===== config.mk =====
export PLATFORM = sky130hd
export DESIGN_NAME = ro_delta_monitor
export DESIGN_NICKNAME = d
export VERILOG_FILES = /design/src/rtl/ro_delta_monitor.sv
export SDC_FILE = /design/constraint.sdc
export NUM_CORES = 1
export LEC_CHECK = 0
export CAP_MARGIN = 15
export CORE_AREA = 3 3 138 274
export DETAILED_ROUTE_END_ITERATION = 10
export DIE_AREA = 0 0 141 277
export PLACE_DENSITY = 0.77
export SLEW_MARGIN = 20
export SYNTH_ARGS = -nofsm -noshare
export SYNTH_HDL_FRONTEND = slang
export SYNTH_SLANG_ARGS = --single-unit

===== constraint.sdc =====
create_clock -name clk_clk -period 4.75 [get_ports clk_clk]
set_clock_uncertainty 0.05 [all_clocks]
set_input_delay 0.95 -clock clk_clk [delete_from_list [all_inputs] [get_ports clk_clk]]
set_output_delay 0.95 -clock clk_clk [all_outputs]
set_load 0.02 [all_outputs]

===== src/rtl/ro_delta_monitor.sv =====
`default_nettype none
// ============================================================================
// Module      : ro_delta_monitor
// Description : Converts a free-running 32-bit ring-oscillator count into
//               per-window frequency samples. A sample is the count delta
//               across one measurement window. Samples are queued in a small
//               FIFO, tracked for running min/max, and checked against a
//               programmable band that raises a sticky alarm.
// Revision    : 1.0 - initial release
// ----------------------------------------------------------------------------
// Ports
//   clk_clk        in   system clock (single domain)
//   reset_reset_n  in   synchronous active-low reset
//   ro_count       in   32-bit RO counter value (already in clk_clk domain)
//   enable         in   level, 1 = measure
//   clear_stats    in   pulse, re-initialise min/max, clear alarm/overflow
//   thresh_lo/hi   in   inclusive alarm band
//   sample_data    out  FIFO head delta (0 when empty)
//   sample_valid   out  FIFO non-empty
//   sample_ready   in   reader pop strobe
//   fifo_level     out  entries held
//   overflow       out  sticky, a sample was dropped
//   min_delta      out  smallest delta since reset/clear
//   max_delta      out  largest delta since reset/clear
//   alarm          out  sticky out-of-band flag
// ============================================================================
module ro_delta_monitor #(
  parameter int WINDOW_CYCLES = 50000,
  parameter int FIFO_DEPTH    = 8,
  parameter int LVL_W         = 4
) (
  input  logic             clk_clk,
  input  logic             reset_reset_n,
  input  logic [31:0]      ro_count,
  input  logic             enable,
  input  logic             clear_stats,
  input  logic [31:0]      thresh_lo,
  input  logic [31:0]      thresh_hi,
  output logic [31:0]      sample_data,
  output logic             sample_valid,
  input  logic             sample_ready,
  output logic [LVL_W-1:0] fifo_level,
  output logic             overflow,
  output logic [31:0]      min_delta,
  output logic [31:0]      max_delta,
  output logic             alarm
);

  localparam int                CNT_W    = (WINDOW_CYCLES > 1) ? $clog2(WINDOW_CYCLES) : 1;
  localparam int                PTR_W    = $clog2(FIFO_DEPTH);
  localparam logic [CNT_W-1:0]  CNT_LAST = CNT_W'(WINDOW_CYCLES - 1);
  localparam logic [LVL_W-1:0]  LVL_FULL = LVL_W'(FIFO_DEPTH);

  typedef enum logic [1:0] {
    ST_IDLE  = 2'd0,
    ST_PRIME = 2'd1,
    ST_RUN   = 2'd2
  } state_t;

  state_t             state_q, state_d;
  logic [CNT_W-1:0]   cnt_q, cnt_d;
  logic [31:0]        prev_q, prev_d;
  logic [31:0]        delta_q, delta_d;
  logic               dvld_q, dvld_d;

  logic [31:0]        mem_q [FIFO_DEPTH];
  logic [PTR_W-1:0]   wr_q, wr_d;
  logic [PTR_W-1:0]   rd_q, rd_d;
  logic [LVL_W-1:0]   level_q, level_d;

  logic [31:0]        min_q, min_d;
  logic [31:0]        max_q, max_d;
  logic               alarm_q, alarm_d;
  logic               ovf_q, ovf_d;

  logic               terminal;
  logic               fifo_empty;
  logic               fifo_full;
  logic               pop;
  logic               push_ok;
  logic               drop;
  logic [31:0]        min_base;
  logic [31:0]        max_base;

  // Window sequencer. The PRIME window only establishes the reference count,
  // so the first delta comes out of the first RUN window.
  always_comb begin
    state_d  = state_q;
    cnt_d    = cnt_q;
    prev_d   = prev_q;
    delta_d  = delta_q;
    dvld_d   = 1'b0;
    terminal = (cnt_q == CNT_LAST);

    if (!enable) begin
      state_d = ST_IDLE;
      cnt_d   = '0;
    end else begin
      case (state_q)
        ST_IDLE: begin
          state_d = ST_PRIME;
          cnt_d   = '0;
        end
        ST_PRIME: begin
          if (terminal) begin
            prev_d  = ro_count;
            cnt_d   = '0;
            state_d = ST_RUN;
          end else begin
            cnt_d = cnt_q + 1'b1;
          end
        end
        ST_RUN: begin
          if (terminal) begin
            prev_d  = ro_count;
            // Modulo-2^32 subtraction gives the right delta across counter wrap.
            delta_d = ro_count - prev_q;
            dvld_d  = 1'b1;
            cnt_d   = '0;
          end else begin
            cnt_d = cnt_q + 1'b1;
          end
        end
        default: begin
          state_d = ST_IDLE;
          cnt_d   = '0;
        end
      endcase
    end
  end

  // FIFO control. A full FIFO still accepts a push when the same cycle pops.
  always_comb begin
    fifo_empty = (level_q == '0);
    fifo_full  = (level_q == LVL_FULL);
    pop        = sample_ready && !fifo_empty;
    push_ok    = dvld_q && (!fifo_full || pop);
    drop       = dvld_q && fifo_full && !pop;

    wr_d    = push_ok ? wr_q + 1'b1 : wr_q;
    rd_d    = pop     ? rd_q + 1'b1 : rd_q;
    level_d = level_q;
    if (push_ok && !pop) begin
      level_d = level_q + 1'b1;
    end else if (pop && !push_ok) begin
      level_d = level_q - 1'b1;
    end
  end

  // Statistics. A delta landing on the same edge as clear_stats is applied on
  // top of the cleared values, so the update wins.
  always_comb begin
    min_base = clear_stats ? 32'hFFFF_FFFF : min_q;
    max_base = clear_stats ? 32'h0000_0000 : max_q;
    min_d    = min_base;
    max_d    = max_base;
    alarm_d  = clear_stats ? 1'b0 : alarm_q;
    ovf_d    = (clear_stats ? 1'b0 : ovf_q) | drop;
    if (dvld_q) begin
      if (delta_q < min_base) min_d = delta_q;
      if (delta_q > max_base) max_d = delta_q;
      if ((delta_q < thresh_lo) || (delta_q > thresh_hi)) alarm_d = 1'b1;
    end
  end

  always_ff @(posedge clk_clk) begin
    if (!reset_reset_n) begin
      state_q <= ST_IDLE;
      cnt_q   <= '0;
      prev_q  <= '0;
      delta_q <= '0;
      dvld_q  <= 1'b0;
      wr_q    <= '0;
      rd_q    <= '0;
      level_q <= '0;
      min_q   <= 32'hFFFF_FFFF;
      max_q   <= '0;
      alarm_q <= 1'b0;
      ovf_q   <= 1'b0;
    end else begin
      state_q <= state_d;
      cnt_q   <= cnt_d;
      prev_q  <= prev_d;
      delta_q <= delta_d;
      dvld_q  <= dvld_d;
      wr_q    <= wr_d;
      rd_q    <= rd_d;
      level_q <= level_d;
      min_q   <= min_d;
      max_q   <= max_d;
      alarm_q <= alarm_d;
      ovf_q   <= ovf_d;
    end
  end

  // Storage array is written in place; its contents are only observable
  // through the level-gated head read, so it carries no reset.
  always_ff @(posedge clk_clk) begin
    if (reset_reset_n && push_ok) begin
      mem_q[wr_q] <= delta_q;
    end
  end

  assign sample_data  = fifo_empty ? 32'h0 : mem_q[rd_q];
  assign sample_valid = !fifo_empty;
  assign fifo_level   = level_q;
  assign overflow     = ovf_q;
  assign min_delta    = min_q;
  assign max_delta    = max_q;
  assign alarm        = alarm_q;

endmodule
`default_nettype wire

==> flow_summary.json, run 1 <==
{
  "min_period_over_period_pct": 86.1,
  "drc": 0,
  "dieArea_um2": 39100,
  "rsz0062_at_grt": "false",
  "synth_edf_count": 256,
  "hold-worst-slack_ps": 397,
  "total_power_mw": 7.02,
  "initial_core_util_pct": 57.9,
  "drt-initial-drc-count": 1087,
  "setup_viol": 0,
  "grt_antenna_before_repair": 0,
  "r2r_cells": 10,
  "hold_depth": 1,
  "yosysUniqueCellTypes": 68,
  "final_max_slew_viol_count": 0,
  "dpl_cell_area_um2": 23500,
  "rows": 98,
  "irDropWorstVdd_mv": 0.315,
  "worst-endpoint-arrival_ps": 3090,
  "grt_pass1_vias": 15340,
  "synth_area_per_cell_um2": 11.6,
  "ff2ff_setup_slack_ps": 1520,
  "clkSinkCount": 418,
  "die_h_um": 277,
  "drive_gt1_share_pct": 10.5,
  "hold_path.class": "register to register",
  "coreArea_um2": 35900,
  "grt_pass1_wl_um": 83100,
  "num_antenna_cells": 0,
  "gr-total-overflow": 0,
  "hpwl_um": 37700,
  "grt_max_degree": 65,
  "synth_top_area_share_pct": 36.9,
  "post-cts-setup-buffers": 0,
  "p_leak_nw": 9.76,
  "syn-instance-count": 1790,
  "critPathRequiredTime_ps": 3750,
  "synth_top_family_by_area": "simple AND/OR/NAND/NOR gates",
  "cts_tree": "built",
  "ys_seq_elements": 418,
  "cts_root_buf": "clkbuf_16",
  "cts_hold_buffers": 0,
  "async_reset_ff_share_pct": 0,
  "syn2layout_area_growth_pct": 18.5,
  "synthAdderAreaFrac_pct": 10.2,
  "vias_per_cell": 6.01,
  "multi_input_area_um2": 9100,
  "worstSetupStartpointType": "register",
  "synth_compound_area_share_pct": 9.73,
  "clkTransAtPathRegs_ps": 60,
  "maxCapViolCount": 0,
  "synth-main-ff-cell": "edfxtp_1",
  "cts_buffer_depth": 3,
  "finalNetCount": 2269,
  "vias": 14880,
  "die_w_um": 141,
  "detail_route.wl_per_cell_um": 21.7,
  "synthMuxAreaShare_pct": 10.3,
  "fin_crit_ps": 4090,
  "relSlewSlack_pct": 37.9,
  "port_buffers": 203,
  "tns_ps": 0,
  "dr.pass1.iters": 5,
  "grt_use_total_pct": 27.3,
  "pre_cts_slack_ps": 712,
  "hold_viol_final": 0,
  "ant_nets": 0,
  "fin_ws_ps": 660,
  "synth_simple_gate_area_share_pct": 11.6,
  "path_max_fanout": 30,
  "ys_seq_area_share_pct": 52.5,
  "synth-xor-area-share_pct": 1.64,
  "final_cell_area_um2": 24700,
  "p_per_area_nw_per_um2": 284,
  "status": "finished, final reports clean",
  "yosys_warnings": 0,
  "synth_area_leaders": "edfxtp_1 (37%), dfxtp_1 (16%), ha_1 (10%), mux4_2 (6.9%), nand2_1 (2.7%)",
  "fillers": 2628,
  "crit_path_end_kind": "primary output",
  "fmax_mhz": 244,
  "yosysTopAreaCell": "edfxtp_1",
  "htreeDepth": 2,
  "cts_buffers": 36,
  "gp_congestion": 0.882,
  "worst_pin_slew_ps": 930,
  "syn_area_um2": 20800,
  "ctsResizeCount": 0,
  "setup.worst_path.class": "register to primary output",
  "synth_nets": 2060,
  "clock_latency_ps": 530,
  "ioPinCount": 204,
  "register_area_um2": 10900,
  "drt-total-wl_um": 53800
}
-- cells in the mapped netlist (4+ instances only) --
cell type and n:
and3_1 8, a21o_1 50, edfxtp_1 256, buf_1 8, or3_1 4, nor4_1 8
a31oi_1 10, o211ai_1 6, ha_1 167, mux4_2 64, xnor2_1 22, and4_1 4
a21oi_1 107, o21ai_0 26, and2_1 6, a211oi_1 15, nand3_1 63, nand4_1 28
clkbuf_1 58, mux2_4 18, nor2_1 134, dfxtp_1 162, buf_2 10, nor2b_1 20
nand2_1 152, nand2b_1 41, mux2i_1 39, o21a_1 12, o21ai_1 16, xor2_1 17
nor3_1 31, inv_1 136, o31ai_1 36
-- final cells by class --
type                            count  area share (%)
Clock buffer                       51            4.17
Clock inverter                     13           0.477
Inverter                          137            2.08
Multi-Input combinational cell   1157            36.9
Sequential cell                   418            44.3
Tap cell                          450            2.28
Timing Repair Buffer              249            9.75
-- power breakdown --
part           internal (mW)  total [mW]  switching [mW]
combinational          0.157       0.327           0.170
sequential              3.80        3.80        0.000930
clock                   1.58        2.89            1.30
-- cell families after synthesis --
kind of cell	count (synthesis)
fa+ha+maj	169
buf+inv	215
simple gates	513
compound gates	312
flops	418
mux	124
xor+xnor	39
-- per-stage QoR --
| stage | std cells | util (%) |
|---|---|---|
| after CTS | 2475 | 68.7 |
| final | 2475 | 68.7 |
| after global routing | 2475 | 68.7 |
| after detailed placement | 2411 | 65.5 |
| after global placement | 2411 | 65.5 |
| after floorplan | 1790 | - |
-- placed cells by master (no fill, tap or decap), drive strengths merged, types with 36 or more instances in the layout --
| cell type | count |
|---|---|
| edfxtp | 256 |
| clkdlybuf4s50 | 201 |
| ha | 167 |
| dfxtp | 162 |
| nand2 | 152 |
| inv | 138 |
| nor2 | 134 |
| a21oi | 109 |
| mux4 | 64 |
| nand3 | 63 |
| clkbuf | 51 |
| a21o | 50 |
| buf | 48 |
| o21ai | 44 |
| nand2b | 41 |
| mux2i | 39 |
| o31ai | 36 |
-- state kept, by name, summed over array words and instances, names as in the netlist, 4 cells and up, named ones only --
signal and flops:
fifo_level 4, min_delta 32, prev_q 32, cnt_q 16, max_delta 32, delta_q 32, mem_q 256
-- worst max-delay path: stages, from the launching register on --
cell and delay (ps):
dfxtp_4 750, buf_4 380, mux4_2 530, mux2i_1 250, nor2_1 70, clkdlybuf4s50_1 550
-- metal layers --
layer / routed length (um) / up-vias / track usage, %
li1: - / 6961 / -
met1: 19100 / 7223 / 30.7
met2: 27900 / 536 / 48.7
met3: 3290 / 160 / 4.10
met4: 3480 / 0 / 15.4
met5: 0 / - / 0
-- path summary, 6_finish.rpt --
check	end	startpoint
hold reg to reg	cnt_q[0]	cnt_q[0]
setup reg to reg	min_delta[2]	delta_q[17]
hold / removal	cnt_q[0]	cnt_q[0]
setup / recovery	sample_data[0]	register
Note: power is estimated with default switching activity, not from simulation.
==> inputs of run 2 (changes only) <==
Settings changed: CORE_AREA 3 3 138 274 to 3 3 194 196, DIE_AREA 0 0 141 277 to 0 0 197 199, PLACE_DENSITY 0.77 to 0.8.
==> flow_summary.json, run 2 (synthesis gave the netlist of run 1 again) <==
{
  "ctsResizeCount": 0,
  "setup.worst_path.class": "register to primary output",
  "min_period_over_period_pct": 87.0,
  "final_cell_mix": "edfxtp_1 (256), clkdlybuf4s50_1 (201), ha_1 (167), dfxtp_1 (159), nand2_1 (151)",
  "fin_crit_ps": 4130,
  "cts_buffer_depth": 3,
  "fin_ws_ps": 618,
  "reg2reg_from": "delta_q[1]",
  "r2r_cells": 9,
  "grt_use_total_pct": 29.1,
  "register_area_um2": 10900,
  "irDropWorstVdd_mv": 0.268,
  "path_cells": "buf_4, mux4_2, mux2i_1, nor2_1, clkdlybuf4s50_1",
  "final_max_slew_viol_count": 0,
  "worstSetupStartpointType": "register",
  "drt-total-wl_um": 57500,
  "rsz0062_at_grt": "false",
  "drt-initial-drc-count": 1723,
  "final_common_cell": "edfxtp_1",
  "grt_pass1_wl_um": 86500,
  "cpMaxStageDelayCell": "dfxtp_4",
  "min_to": "cnt_q[0]",
  "cts_root_buf": "clkbuf_16",
  "path_max_fanout": 26,
  "multi_input_area_um2": 9100,
  "dr.pass1.iters": 5,
  "coreArea_um2": 36300,
  "final_cell_area_um2": 24900,
  "clkSinkCount": 418,
  "hold_depth": 1,
  "ff2ff_setup_slack_ps": 1590,
  "worst_pin_slew_ps": 968,
  "vias_per_cell": 6.09,
  "finish.utilization_pct": 68.8,
  "setup_viol": 0,
  "worstReg2RegEnd": "alarm",
  "ant_nets": 0,
  "hpwl_um": 37900,
  "fmax_mhz": 242,
  "grt_antenna_before_repair": 2,
  "crit_path_end_kind": "primary output",
  "clock_latency_ps": 550,
  "drive_gt1_share_pct": 10.8,
  "post-cts-setup-buffers": 0,
  "rows": 70,
  "worst-endpoint-arrival_ps": 3130,
  "status": "finished, final reports clean",
  "finalNetCount": 2272,
  "gp_congestion": 0.947,
  "p_per_area_nw_per_um2": 302,
  "critPathMaxStageDelay_ps": 710,
  "syn2layout_area_growth_pct": 19.9,
  "total_power_mw": 7.55,
  "die_h_um": 199,
  "fillers": 2574,
  "final_cells": 2504,
  "dpl_cell_area_um2": 23500,
  "tns_ps": 0,
  "pre_cts_slack_ps": 733,
  "grt_max_degree": 82,
  "placedCellCount": 2425,
  "cts_buffers": 43,
  "drc": 0,
  "initial_core_util_pct": 57.4,
  "port_buffers": 203,
  "cp_num_buf_inv": 2,
  "detail_route.wl_per_cell_um": 23.0,
  "ioPinCount": 204,
  "hp-start": "cnt_q[0]",
  "relSlewSlack_pct": 35.4,
  "regMostFlops": "mem_q",
  "p_leak_nw": 9.90,
  "hold_viol_final": 0,
  "vias": 15255,
  "grt_pass1_vias": 15254,
  "maxCapViolCount": 0,
  "hold_path.class": "register to register",
  "cts_tree": "built",
  "die_w_um": 197,
  "htreeDepth": 2,
  "gr-total-overflow": 0,
  "largest_reg_flops": 256,
  "cts_hold_buffers": 0,
  "critPathRequiredTime_ps": 3750,
  "hold-worst-slack_ps": 399,
  "clkTransAtPathRegs_ps": 60,
  "critical-path-top-delay-family": "buffers and inverters",
  "dieArea_um2": 39200
}
run 2: cell types whose count changed in the layout (fill, tap and decap cells not counted), sizes merged:
cell	delta
buf	-4
clkinv	+11
clkinvlp	-2
clkbuf	+3
inv	-1
diode	+1
bufinv	+3
run 2: final cells by class:
cell class,count,area share (%)
multi-input cells,1157,36.5
well taps,468,2.35
inverters,137,2.06
clock buffers,54,4.81
diodes,1,0.0100
clock inverters,24,0.868
repair buffers,245,9.57
flip-flops and latches,418,43.8
run 2: worst max path at each step:
stage | endpoint | cells after the start
after floorplan | mem_q[1][0] | 4
after global placement | delta_q[24] | 13
after detailed placement | delta_q[24] | 13
after CTS | sample_data[16] | 5
after global routing | sample_data[17] | 5
final | sample_data[16] | 5
run 2: power by group:
part	switching (mW)	internal, mW	total, mW	leakage [nW]
Sequential	0.000925	3.80	3.81	4.21
Combinational	0.181	0.156	0.337	4.99
Clock	1.40	2.00	3.40	0.700
Total	1.58	5.96	7.55	9.90
run 2: layer usage:
layer | vias to the layer above | global-route usage [%] | share of wire [%]
met2 | 759 | 47.3 | 47
li1 | 6990 | - | -
met4 | 2 | 13.2 | 4.6
met3 | 143 | 6.57 | 9.9
met5 | - | 0 | 0.021
met1 | 7361 | 37.6 | 39
